File: src/rtl/uart_pkg.sv
// Shared constants for the UART transmit path: parity modes, serialiser and
// word-FSM state encodings, and the parity helper.
package uart_pkg;

  localparam int PAR_NONE = 0;
  localparam int PAR_ODD  = 1;
  localparam int PAR_EVEN = 2;

  localparam logic [2:0] S_IDLE  = 3'd0;
  localparam logic [2:0] S_START = 3'd1;
  localparam logic [2:0] S_DATA  = 3'd2;
  localparam logic [2:0] S_PAR   = 3'd3;
  localparam logic [2:0] S_STOP  = 3'd4;

  localparam logic [1:0] IDLE = 2'd0;
  localparam logic [1:0] SEND = 2'd1;
  localparam logic [1:0] DONE = 2'd2;

  function automatic logic parityBit(input logic [7:0] data, input int mode);
    return (mode == PAR_ODD) ? ~(^data) : (^data);
  endfunction

endpackage

File: src/rtl/uart_byte_tx.sv
// Single-byte UART frame serialiser: start bit, 8 data bits LSB first,
// optional parity bit and one or two stop bits, each CLK_DIV clocks long.
module uart_byte_tx
  import uart_pkg::*;
#(
  parameter int CLK_DIV   = 434,
  parameter int PARITY    = PAR_NONE,
  parameter int STOP_BITS = 1
) (
  input  logic       sys_clk,
  input  logic       rst,
  input  logic       start,
  input  logic [7:0] byte_in,
  output logic       byte_done,
  output logic       uarttx
);

  localparam bit             PAR_EN    = (PARITY == PAR_ODD) || (PARITY == PAR_EVEN);
  localparam int             STOPS     = (STOP_BITS == 2) ? 2 : 1;
  localparam int             CW        = $clog2(CLK_DIV);
  localparam logic [CW-1:0]  CNT_LAST  = CW'(CLK_DIV - 1);
  localparam logic [CW-1:0]  CNT_EARLY = CW'(CLK_DIV - 2);
  localparam logic [2:0]     STOP_LAST = 3'(STOPS - 1);

  logic [2:0]    r_state;
  logic [CW-1:0] r_cnt;
  logic [2:0]    r_bit;
  logic [7:0]    r_shift;
  logic          r_par;
  logic          r_tx;
  logic          w_tick;

  assign w_tick = (r_cnt == CNT_LAST);

  // A start request overrides the final stop-bit cycle so bytes chain with no gap.
  always_ff @(posedge sys_clk) begin
    if (rst) begin
      r_state <= S_IDLE;
      r_cnt   <= '0;
      r_bit   <= '0;
      r_shift <= '0;
      r_par   <= 1'b0;
      r_tx    <= 1'b1;
    end else if (start) begin
      r_state <= S_START;
      r_cnt   <= '0;
      r_bit   <= '0;
      r_shift <= byte_in;
      r_par   <= parityBit(byte_in, PARITY);
      r_tx    <= 1'b0;
    end else if (r_state != S_IDLE) begin
      if (!w_tick) begin
        r_cnt <= r_cnt + CW'(1);
      end else begin
        r_cnt <= '0;
        case (r_state)
          S_START: begin
            r_state <= S_DATA;
            r_tx    <= r_shift[0];
          end
          S_DATA: begin
            if (r_bit == 3'd7) begin
              r_bit <= '0;
              if (PAR_EN) begin
                r_state <= S_PAR;
                r_tx    <= r_par;
              end else begin
                r_state <= S_STOP;
                r_tx    <= 1'b1;
              end
            end else begin
              r_bit   <= r_bit + 3'd1;
              r_shift <= r_shift >> 1;
              r_tx    <= r_shift[1];
            end
          end
          S_PAR: begin
            r_state <= S_STOP;
            r_tx    <= 1'b1;
          end
          S_STOP: begin
            if (r_bit == STOP_LAST) begin
              r_state <= S_IDLE;
              r_bit   <= '0;
            end else begin
              r_bit <= r_bit + 3'd1;
            end
          end
          default: begin
            r_state <= S_IDLE;
            r_tx    <= 1'b1;
          end
        endcase
      end
    end
  end

  // Fires one cycle before the frame ends so the word FSM can react with registered outputs.
  assign byte_done = (r_state == S_STOP) && (r_bit == STOP_LAST) && (r_cnt == CNT_EARLY);
  assign uarttx    = r_tx;

endmodule

File: src/rtl/uart_word_tx.sv
// Multi-byte UART transmitter: captures a NUM_BYTES word on request and sends
// it as back-to-back frames through uart_byte_tx, then pulses tx_done.
module uart_word_tx
  import uart_pkg::*;
#(
  parameter int CLK_DIV   = 434,
  parameter int NUM_BYTES = 2,
  parameter int PARITY    = PAR_NONE,
  parameter int STOP_BITS = 1,
  parameter int MSB_FIRST = 1
) (
  input  logic                   sys_clk,
  input  logic                   rst,
  input  logic                   tx_req,
  input  logic [8*NUM_BYTES-1:0] tx_data,
  output logic                   tx_busy,
  output logic                   tx_done,
  output logic                   uarttx
);

  localparam int         W        = 8 * NUM_BYTES;
  localparam logic [2:0] IDX_LAST = 3'(NUM_BYTES - 1);

  logic [1:0]   r_state;
  logic [W-1:0] r_word;
  logic [2:0]   r_index;
  logic         r_launch;
  logic [7:0]   w_byte;
  logic [W-1:0] w_wordNext;
  logic         w_byteDone;

  // The byte to send next always sits at the front of the shift register.
  assign w_byte     = (MSB_FIRST != 0) ? r_word[W-1 -: 8] : r_word[7:0];
  assign w_wordNext = (MSB_FIRST != 0) ? (r_word << 8) : (r_word >> 8);

  always_ff @(posedge sys_clk) begin
    if (rst) begin
      r_state  <= IDLE;
      r_word   <= '0;
      r_index  <= '0;
      r_launch <= 1'b0;
    end else begin
      r_launch <= 1'b0;
      case (r_state)
        IDLE: begin
          if (tx_req) begin
            r_state  <= SEND;
            r_word   <= tx_data;
            r_index  <= '0;
            r_launch <= 1'b1;
          end
        end
        SEND: begin
          if (r_launch) begin
            r_word <= w_wordNext;
          end
          if (w_byteDone) begin
            if (r_index == IDX_LAST) begin
              r_state <= DONE;
            end else begin
              r_index  <= r_index + 3'd1;
              r_launch <= 1'b1;
            end
          end
        end
        DONE: r_state <= IDLE;
        default: r_state <= IDLE;
      endcase
    end
  end

  assign tx_busy = (r_state != IDLE);
  assign tx_done = (r_state == DONE);

  uart_byte_tx #(
    .CLK_DIV  (CLK_DIV),
    .PARITY   (PARITY),
    .STOP_BITS(STOP_BITS)
  ) u_byte (
    .sys_clk  (sys_clk),
    .rst      (rst),
    .start    (r_launch),
    .byte_in  (w_byte),
    .byte_done(w_byteDone),
    .uarttx   (uarttx)
  );

endmodule

File: config.mk
export PLATFORM = sky130hd
export DESIGN_NAME = uart_word_tx
export DESIGN_NICKNAME = d
export VERILOG_FILES = /design/src/rtl/uart_pkg.sv /design/src/rtl/uart_byte_tx.sv /design/src/rtl/uart_word_tx.sv
export SDC_FILE = /design/constraint.sdc
export NUM_CORES = 1
export LEC_CHECK = 0
export BUFFER_PORTS_ARGS = -buffer_cell sky130_fd_sc_hd__buf_2
export CAP_MARGIN = 10
export CORE_ASPECT_RATIO = 2
export CORE_MARGIN = 10
export CORE_UTILIZATION = 52
export CTS_CLUSTER_SIZE = 30
export DETAILED_ROUTE_END_ITERATION = 8
export PLACE_DENSITY = 0.82
export SYNTH_ARGS = -nofsm -noshare
export SYNTH_HDL_FRONTEND = slang
export SYNTH_SLANG_ARGS = --single-unit
File: constraint.sdc
create_clock -name sys_clk -period 5.8 [get_ports sys_clk]
set_input_delay 0.29 -clock sys_clk [delete_from_list [all_inputs] [get_ports sys_clk]]
set_output_delay 0.29 -clock sys_clk [all_outputs]
set_load 0.05 [all_outputs]
### Word-level counts from Yosys, hierarchy flattened

Index checks and enable logic that the tools add are counted.

* word-level logic and storage cells: 89
* RAM bits: 0
* ROM bits: 0
* latch bits: 0
* output and inout port bits: 3
* memories kept: 0
* flip-flop bits (word level): 46
* input bits: 19

* bitwise operators: 0
* divide/modulo/power cells: 0
* shift operators: 0
* $lt $le $gt $ge: 0
* multipliers: 0
* add/subtract/negate cells: 3
* multiplexer cells: 35
* equal/unequal tests: 21
* reduce and logical (&&, ||, !) cells: 20

Operator list (count)
* 8-bit two-way mux: 5
* 16-bit two-way mux: 2
* 16-bit case mux with 2 select lines: 1
* 3-bit two-way mux: 7
* 9-bit == test, second input constant: 2
* 4-bit AND reduction: 4
* 2-bit != test, second input constant: 6
* 3-bit case mux with 2 select lines: 2
* 3-bit case mux with 4 select lines: 1
* 3-bit AND reduction: 4
* 2-bit nonzero test: 6
* 1-bit two-way mux: 10
* 9-bit by 1-bit adder with 9-bit output, second input constant: 1
* 9-bit two-way mux: 1
* 3-bit by 1-bit adder with 3-bit output, second input constant: 2
* 3-bit by 1-bit == test with 1-bit output, second input constant: 2
* 3-bit by 2-bit == test with 1-bit output, second input constant: 2
* 3-bit == test, second input constant: 2
* 2-bit two-way mux: 3
* 2-bit by 1-bit != test with 1-bit output, second input constant: 3
* 3-bit by 2-bit != test with 1-bit output, second input constant: 2
* 2-bit case mux with 2 select lines: 1
* 3-bit logical NOT: 1
* 1-bit case mux with 3 select lines: 1
* 7 further kinds: 8

### Depth between registers and ports, before layout

Gate-level depths: netlist of run 1.

* depth after elaboration: 6
* mapped depth: 7
* depth with buffers taken out: 6

### Cells and area by module

From an unflattened synthesis of run 1, not the netlist that was laid out.

* cell total of the unflattened synthesis: 247
* area total of the unflattened synthesis: 2212.1 µm²

By module, submodules not included
* uart_byte_tx: instances 1, cells an instance 149, area an instance 1263.7 µm²
* uart_word_tx: instances 1, cells an instance 98, area an instance 948.4 µm²

### Worst setup path before layout of run 1

No wires, ideal clock.

* kind: reg-to-reg
* start point: register u_byte.r_bit[0]
* end point: register u_byte.r_shift[4]
* required time: 5.697 ns
* cell stages (with the launch flop): 8
* setup slack: 3.821 ns
* clock period less this slack: 1.979 ns
* data arrival time: 1.876 ns
* cell sequence: dfxtp_1 > ha_1 > ha_1 > or4b_4 > nor3_4 > buf_6 > nor3_1 > a2111oi_2

* word-level cells in the longest chain between the ends: 3

RTL lines
* from (decl): line uart_byte_tx.sv:27 `logic [2:0] r_bit;`
* from (signal assigned): line uart_byte_tx.sv:72 `r_bit <= r_bit + 3'd1;`
* from (signal assigned): line uart_byte_tx.sv:86 `r_bit <= r_bit + 3'd1;`
* 3-bit == test: line uart_byte_tx.sv:62 `if (r_bit == 3'd7) begin`
* 2-bit != test (no line)
* 4-bit AND reduction (no line)
* to (signal assigned): line uart_byte_tx.sv:48 `r_shift <= byte_in;`
* to (signal assigned): line uart_byte_tx.sv:73 `r_shift <= r_shift >> 1;`
* to (decl): line uart_byte_tx.sv:28 `logic [7:0] r_shift;`

No other way between the ends.
A chain may end at the register's enable or synchronous reset.

### Worst setup path after layout of run 1

* start point: register r_launch
* end point: register r_word[11]

* word-level cells in the longest chain between the ends: 2

RTL lines
* from (decl): line uart_word_tx.sv:27 `logic r_launch;`
* from (signal assigned): line uart_word_tx.sv:41 `r_launch <= 1'b0;`
* from (signal assigned): line uart_word_tx.sv:43 `r_launch <= 1'b0;`
* from (signal assigned): line uart_word_tx.sv:50 `r_launch <= 1'b1;`
* 2-bit != test (no line)
* 3-bit AND reduction (no line)
* to (signal assigned): line uart_word_tx.sv:48 `r_word <= tx_data;`
* to (signal assigned): line uart_word_tx.sv:55 `r_word <= w_wordNext;`
* to (decl): line uart_word_tx.sv:25 `logic [W-1:0] r_word;`

No other way between the ends.

==> flow_metrics.py, run 1 <==
metrics = {
    "synth": {
        "syn-cell-area_mm2": 0.00226,
        "synth_flop_cell": "dfxtp_1",
        "synth_common_cells": "dfxtp_1, nor2_1, nor3_1",
        "synth.most_common_cell": "dfxtp_1",
        "ys_seq_area_frac": 0.408,
        "synth_nets": 278,
        "async_reset_ff_frac": 0,
        "yosys_warnings": 0,
        "synth_top_area_frac": 0.408,
        "synthTopCellsByArea": "dfxtp_1, nor2_1, mux2i_1",
        "syn_avg_cell_area_um2": 9.00,
        "synth_edf_count": 0,
        "ys_ff_latch": 46,
        "synth.distinct_cells": 48,
        "synth.largest_area_cell": "dfxtp_1",
        "synthCells": 251,
    },
    "critical_path": {
        "critPathBufInv": 0,
        "worst_setup_path_start_kind": "flop",
        "critical-path-top-delay-family": "compound AO/OA/AOI/OAI gates",
        "worst-endpoint-arrival_ns": 2.57,
        "slowest_delay_ns": 0.89,
        "crit_chain": "nand2_1 -> a21oi_1 -> nor2_1 -> a211oi_1",
        "critPathMaxFanout": 30,
        "crit_path_end_kind": "flop",
        "required_ns": 6.01,
        "path_class": "flop to flop",
        "slowest_stage": "dfxtp_1",
    },
    "finish": {
        "drive_above_1_share": 0.155,
        "final_area_mm2": 0.00246,
        "fill_cells": 379,
        "num_antenna_cells": 0,
        "nNetsFinal": 291,
        "syn_to_final_growth_pct": 8.80,
    },
    "sta": {
        "min_period_ns": 2.36,
        "drv_slew": 0,
        "relSlewSlack": 0.280,
        "fin_crit_sh": 0.407,
        "finalSetupTns_ns": 0,
        "setup_viol": 0,
        "rsz0062_at_grt": "no",
        "skew_ns": 0.00472,
        "worst_pin_slew_ns": 1.08,
        "hold_viol": 0,
        "max_freq_mhz": 424,
    },
    "pwr": {
        "p_sw_mw": 0.154,
        "power_density_mw_per_mm2": 246,
        "p_leak_nw": 0.951,
        "totalPowerFinal_mw": 0.606,
        "comb_power_share": 0.103,
        "seqPwrFrac": 0.564,
        "p_sw_frac": 0.254,
        "irDropWorstVdd_uv": 285,
        "power.internal_mw": 0.452,
        "clock_power_share": 0.333,
    },
    "die": {
        "boundaryPins": 22,
        "core_area_mm2": 0.00417,
        "rows": 33,
        "dieArea_mm2": 0.00754,
        "initial_utilization": 0.542,
        "die_h_um": 113,
        "die_w_um": 66.6,
    },
    "cts": {
        "postCtsSetupBuffers": 0,
        "cts_num_sinks": 46,
        "numCtsBuffers": 5,
        "h-tree-depth": 2,
        "cts_tree": "done",
        "cts_resized": 0,
        "clk_latency_ns": 0.29,
        "cts-root-buf": "clkbuf_8",
        "clk_path_buf_depth": 2,
        "holdBufCountCts": 0,
        "path_clk_slew_ns": 0.09,
    },
    "place": {
        "dpl_cell_area_mm2": 0.00236,
        "place.gp.congestion": 0.807,
        "port_buffers": 21,
        "hpwl_um": 3360,
    },
    "status": {
        "status": "completed",
    },
    "job": {
        "drv_cap": 0,
    },
    "drt": {
        "wl_um": 4430,
        "vias_per_cell": 5.68,
        "drtPass1Iterations": 4,
        "ant_nets": 0,
        "drc": 0,
        "first_iter_violations": 62,
        "wl_per_cell_um": 14.0,
        "vias": 1801,
    },
    "global_route": {
        "antenna_found_initial": 0,
        "overflow": 0,
        "grt_pass1_vias": 1902,
        "grt_max_degree": 37,
        "groute.usage.overall": 0.127,
        "grt_pass1_wl_um": 7900,
    },
    "worst_hold_path": {
        "hold_path.class": "input pin to flop",
    },
}
[per-stage QoR]
step	utilization	std cells	setup slack (ns)	hold WS, ns
6_report	0.590	317	3.44	0.227
5_1_grt	0.590	317	3.08	0.235
4_1_cts	0.590	317	3.43	0.225
3_5_place_dp	0.567	309	3.44	0.452
3_3_place_gp	0.567	309	3.59	0.443
2_1_floorplan	-	251	3.82	0.432
[state kept, by name, summed over array words and instances (netlist names)]
register        cells
r_word             16
u_byte.r_cnt        9
u_byte.r_shift      8
r_index             3
r_launch            1
u_byte.r_bit        3
u_byte.r_state      3
r_state             2
u_byte.uarttx       1
[final timing paths]
check	startpoint	end	slack, ns	cells past startpoint
setup reg to reg	r_launch$_SDFF_PP0_	r_word[11]$_SDFFE_PP0P_	3.44	4
setup / recovery	r_launch$_SDFF_PP0_	r_word[11]$_SDFFE_PP0P_	3.44	4
hold reg to reg	r_word[15]$_SDFFE_PP0P_	u_byte.r_shift[7]$_SDFFE_PP0P_	0.46	2
hold / removal	tx_data[5]	r_word[5]$_SDFFE_PP0P_	0.23	3
[power by group through the flow]
stage | registers [mW] | clock network (mW) | logic [mW]
CTS | 0.342 | 0.208 | 0.0632
finish | 0.342 | 0.202 | 0.0623
floorplan | 0.345 | 0 | 0.0500
detailed placement | 0.350 | 0 | 0.0628
global route | 0.344 | 0.219 | 0.0713
global placement | 0.349 | 0 | 0.0605
[cell families (layout without fill, tap and decap cells)]
logic type                 after synthesis  after routing  synth area share
buffers and inverters                   24             38            0.0443
adders and majority gates                8              8            0.0443
muxes                                   13             13            0.0581
xor gates and xnor gates                 9              9            0.0349
and+or+nand+nor                        104            104             0.249
DFF                                     46             46             0.408
AOI/OAI and AO/OA                       47             47             0.162
[per-layer routing]
layer,wire length [µm],vias to the layer above,GRT usage
li1,-,925,-
met1,1700,844,0.122
met2,2520,24,0.236
met3,100,8,0.0247
met4,111,0,0.0661
met5,0,-,0
[cells in the final DEF (no fill, tap or decap), drive strengths merged, types with 5 or more instances in the layout]
cell type and count:
nor2b 9, clkbuf 6, a211oi 8, a2111oi 7
dfxtp 46, xor2 7, nor3 15, buf 21
o21ai 5, nand2b 5, inv 9, nor2 39
a22oi 8, nand4 7, nand2 10, a21oi 8
ha 8, mux2i 12
[cell type report]
class                   instances  area (µm²)  share of cell area
well taps                      52        65.1              0.0265
multi-input cells             181        1240               0.504
inverters                       9        33.8              0.0137
clock inverters                 2        12.5             0.00509
repair buffers                 21         105              0.0427
flip-flops and latches         46         921               0.375
clock buffers                   6        82.6              0.0336
[worst register-to-register path, delay by kind of cell (launching register included)]
kind             cells  cell delay, ns
AND/OR/NAND/NOR      2            0.25
flip-flops           1            0.89
AO/OA/AOI/OAI        2            1.13
Power figures use the tool's default switching activity.
==> inputs of run 2 (changes only) <==
--- a/config.mk
+++ b/config.mk
@@ -5,6 +5,7 @@
 export SDC_FILE = /design/constraint.sdc
 export NUM_CORES = 1
 export LEC_CHECK = 0
+export ABC_AREA = 1
 export BUFFER_PORTS_ARGS = -buffer_cell sky130_fd_sc_hd__buf_2
 export CAP_MARGIN = 10
 export CORE_ASPECT_RATIO = 2
==> constraint.sdc (replaced) <==
create_clock -name sys_clk -period 2.4 [get_ports sys_clk]
set_input_delay 0.12 -clock sys_clk [delete_from_list [all_inputs] [get_ports sys_clk]]
set_output_delay 0.12 -clock sys_clk [all_outputs]
set_load 0.05 [all_outputs]
==> run 2 against run 1 <==
Compared with the run above:
- setup slack lost 2.6 ns
- utilization grew 0.85 points
- register-to-register slack got worse by 2.6 ns
- first-iteration DRC count up 21%
- synthesized area increased by 9.6%
- critical path type unchanged
==> flow_metrics.py, run 2 <==
metrics = {
    "pwr": {
        "power.internal_mw": 1.38,
        "irDropWorstVdd_uv": 660,
        "p_sw_frac": 0.275,
        "clock_power_share": 0.370,
        "p_sw_mw": 0.522,
        "comb_power_share": 0.176,
        "power_density_mw_per_mm2": 691,
        "seqPwrFrac": 0.454,
        "p_leak_nw": 1.26,
    },
    "die": {
        "core_area_mm2": 0.00460,
        "initial_utilization": 0.539,
        "die_w_um": 68.8,
        "boundaryPins": 22,
        "die_h_um": 118,
        "dieArea_mm2": 0.00809,
        "rows": 35,
    },
    "finish": {
        "layout_commonest_cell": "nand2_1",
        "top_regs": "r_word (16), u_byte.r_cnt (9), u_byte.r_shift (8)",
        "nNetsFinal": 403,
        "syn_to_final_growth_pct": 11.1,
        "num_antenna_cells": 0,
        "largest_register_ffs": 16,
        "drive_above_1_share": 0.162,
        "fin_util": 0.598,
        "largest_register": "r_word",
        "final_cell_mix": "nand2_1, dfxtp_1, nor2_1",
        "fill_cells": 450,
    },
    "sta": {
        "worst_pin_slew_ns": 0.530,
        "finalSetupTns_ns": 0,
        "skew_ns": 0.00358,
        "max_freq_mhz": 645,
        "hold_viol": 0,
        "setup_viol": 0,
        "drv_slew": 0,
        "rsz0062_at_grt": "no",
        "fin_crit_sh": 0.646,
        "relSlewSlack": 0.646,
        "min_period_ns": 1.55,
    },
    "drt": {
        "drtPass1Iterations": 4,
        "wl_um": 5040,
        "first_iter_violations": 75,
        "vias_per_cell": 5.08,
        "ant_nets": 0,
        "vias": 2195,
        "drc": 0,
        "wl_per_cell_um": 11.7,
    },
    "cts": {
        "h-tree-depth": 2,
        "cts-root-buf": "clkbuf_8",
        "clk_latency_ns": 0.30,
        "clk_path_buf_depth": 2,
        "cts_tree": "done",
        "holdBufCountCts": 0,
        "cts_num_sinks": 46,
        "numCtsBuffers": 5,
        "path_clk_slew_ns": 0.08,
        "postCtsSetupBuffers": 0,
        "cts_resized": 0,
    },
    "global_route": {
        "antenna_found_initial": 0,
        "grt_pass1_vias": 2281,
        "overflow": 0,
        "grt_pass1_wl_um": 9290,
        "groute.usage.overall": 0.140,
        "grt_max_degree": 22,
    },
    "critical_path": {
        "slowest_delay_ns": 0.34,
        "worstReg2RegEnd": "u_byte.r_shift[1]$_SDFFE_PP0P_",
        "critical-path-top-delay-family": "simple AND/OR/NAND/NOR gates",
        "worst-endpoint-arrival_ns": 1.75,
        "crit_chain": "ha_1 -> ha_1 -> nor2_4 -> nand3_4 -> nand2_1 -> nand3_1 -> nand2_1 -> inv_1",
        "reg2reg_from": "u_byte.r_bit[0]$_SDFFE_PP0P_",
        "slowest_stage": "dfxtp_1",
        "rrSetupSlack_ns": 0.85,
        "path_class": "flop to flop",
        "reg2reg_depth": 8,
        "critPathBufInv": 1,
        "critPathMaxFanout": 9,
        "worst_setup_path_start_kind": "flop",
        "required_ns": 2.60,
        "crit_path_end_kind": "flop",
    },
    "synth": {
        "synth_flop_cell": "dfxtp_1",
        "ys_seq_area_frac": 0.372,
        "synth.most_common_cell": "nand2_1",
        "syn_avg_cell_area_um2": 6.96,
        "synth_common_cells": "nand2_1, dfxtp_1, nor2_1",
        "synth_top_area_frac": 0.372,
        "yosys_warnings": 0,
        "synthCells": 356,
        "async_reset_ff_frac": 0,
        "ys_ff_latch": 46,
        "synth.largest_area_cell": "dfxtp_1",
        "synth_edf_count": 0,
        "synth_nets": 383,
        "synth.distinct_cells": 33,
        "synthTopCellsByArea": "dfxtp_1, nand2_1, nor2_1",
        "syn-cell-area_mm2": 0.00248,
    },
    "place": {
        "place.gp.congestion": 0.892,
        "hpwl_um": 4020,
        "port_buffers": 21,
    },
    "job": {
        "drv_cap": 0,
    },
    "worst_hold_path": {
        "hold_end": "r_word[4]$_SDFFE_PP0P_",
        "hold_path.class": "input pin to flop",
        "min_path_cells": 3,
        "worstHoldStart": "tx_data[4]",
    },
    "status": {
        "status": "completed",
    },
}
==> run 2: cell count changes in the layout (fill, tap and decap cells not counted), moves of 10 or more <==
cell     delta
a21oi_1    +10
inv_1      +33
mux2i_1    -12
nand2_1    +77
nand3_1    +28
nor3_1     -11
==> run 2: how the worst max path moves through the flow <==
stage / depth (start not counted) / end / start / slack, ns
6_report: 8 / u_byte.r_shift[1]$_SDFFE_PP0P_ / u_byte.r_bit[0]$_SDFFE_PP0P_ / 0.85
3_3_place_gp: 8 / u_byte.r_shift[4]$_SDFFE_PP0P_ / u_byte.r_bit[0]$_SDFFE_PP0P_ / 0.88
3_5_place_dp: 8 / u_byte.r_shift[4]$_SDFFE_PP0P_ / u_byte.r_bit[0]$_SDFFE_PP0P_ / 0.85
4_1_cts: 8 / u_byte.r_shift[4]$_SDFFE_PP0P_ / u_byte.r_bit[0]$_SDFFE_PP0P_ / 0.84
5_1_grt: 7 / r_index[2]$_SDFFE_PP0P_ / r_state[1]$_SDFFE_PP0P_ / 0.69
2_1_floorplan: 6 / r_state[1]$_SDFFE_PP0P_ / r_state[1]$_SDFFE_PP0P_ / 1.02
==> run 2: logic make-up after synthesis <==
family                     share of synthesized area
and+or+nand+nor                                0.395
buffers and inverters                         0.0960
adders and majority gates                     0.0404
DFF                                            0.372
AOI/OAI and AO/OA                             0.0935
xor gates and xnor gates                     0.00354
==> run 2: power by group through the flow <==
stage / combinational (mW) / clock [mW] / sequential (mW)
finish: 0.335 / 0.703 / 0.863
global route: 0.389 / 0.755 / 0.871
CTS: 0.340 / 0.719 / 0.864
detailed placement: 0.338 / 0 / 0.881
global placement: 0.330 / 0 / 0.878
floorplan: 0.272 / 0 / 0.878
==> run 2: cell type report <==
| class | instances | area, µm² | area share |
|---|---|---|---|
| Multi-Input combinational cell | 251 | 1320 | 0.479 |
| Tap cell | 55 | 68.8 | 0.0250 |
| Clock inverter | 2 | 60.1 | 0.0218 |
| Clock buffer | 6 | 82.6 | 0.0300 |
| Sequential cell | 46 | 921 | 0.335 |
| Timing Repair Buffer | 22 | 113 | 0.0409 |
| Inverter | 50 | 188 | 0.0682 |
==> run 2: worst reg2reg max path: cells and delay by family (launching register included) <==
family,cells,cell delay (ns)
adders and majority gates,2,0.46
and+or+nand+nor,5,0.62
DFF,1,0.34
buffers and inverters,1,0.05
==> run 2: layer usage <==
metal  track usage  vias up  wire [µm]
li1              -     1173          -
met1         0.135      979       1960
met2         0.258       35       2820
met3        0.0391        8        172
met4        0.0521        0         89
met5             0        -          0
==> run 2: through the flow <==
step                instances  hold WS [ns]  total power, mW  setup slack, ns  cell area (µm²)
global route              432        0.0878             2.02            0.686             2750
finish                    432        0.0811             1.90            0.850             2750
floorplan                 356         0.189             1.15             1.02             2480
CTS                       432        0.0714             1.92            0.841             2750
global placement          424         0.391             1.21            0.879             2610
detailed placement        424         0.396             1.22            0.854             2610
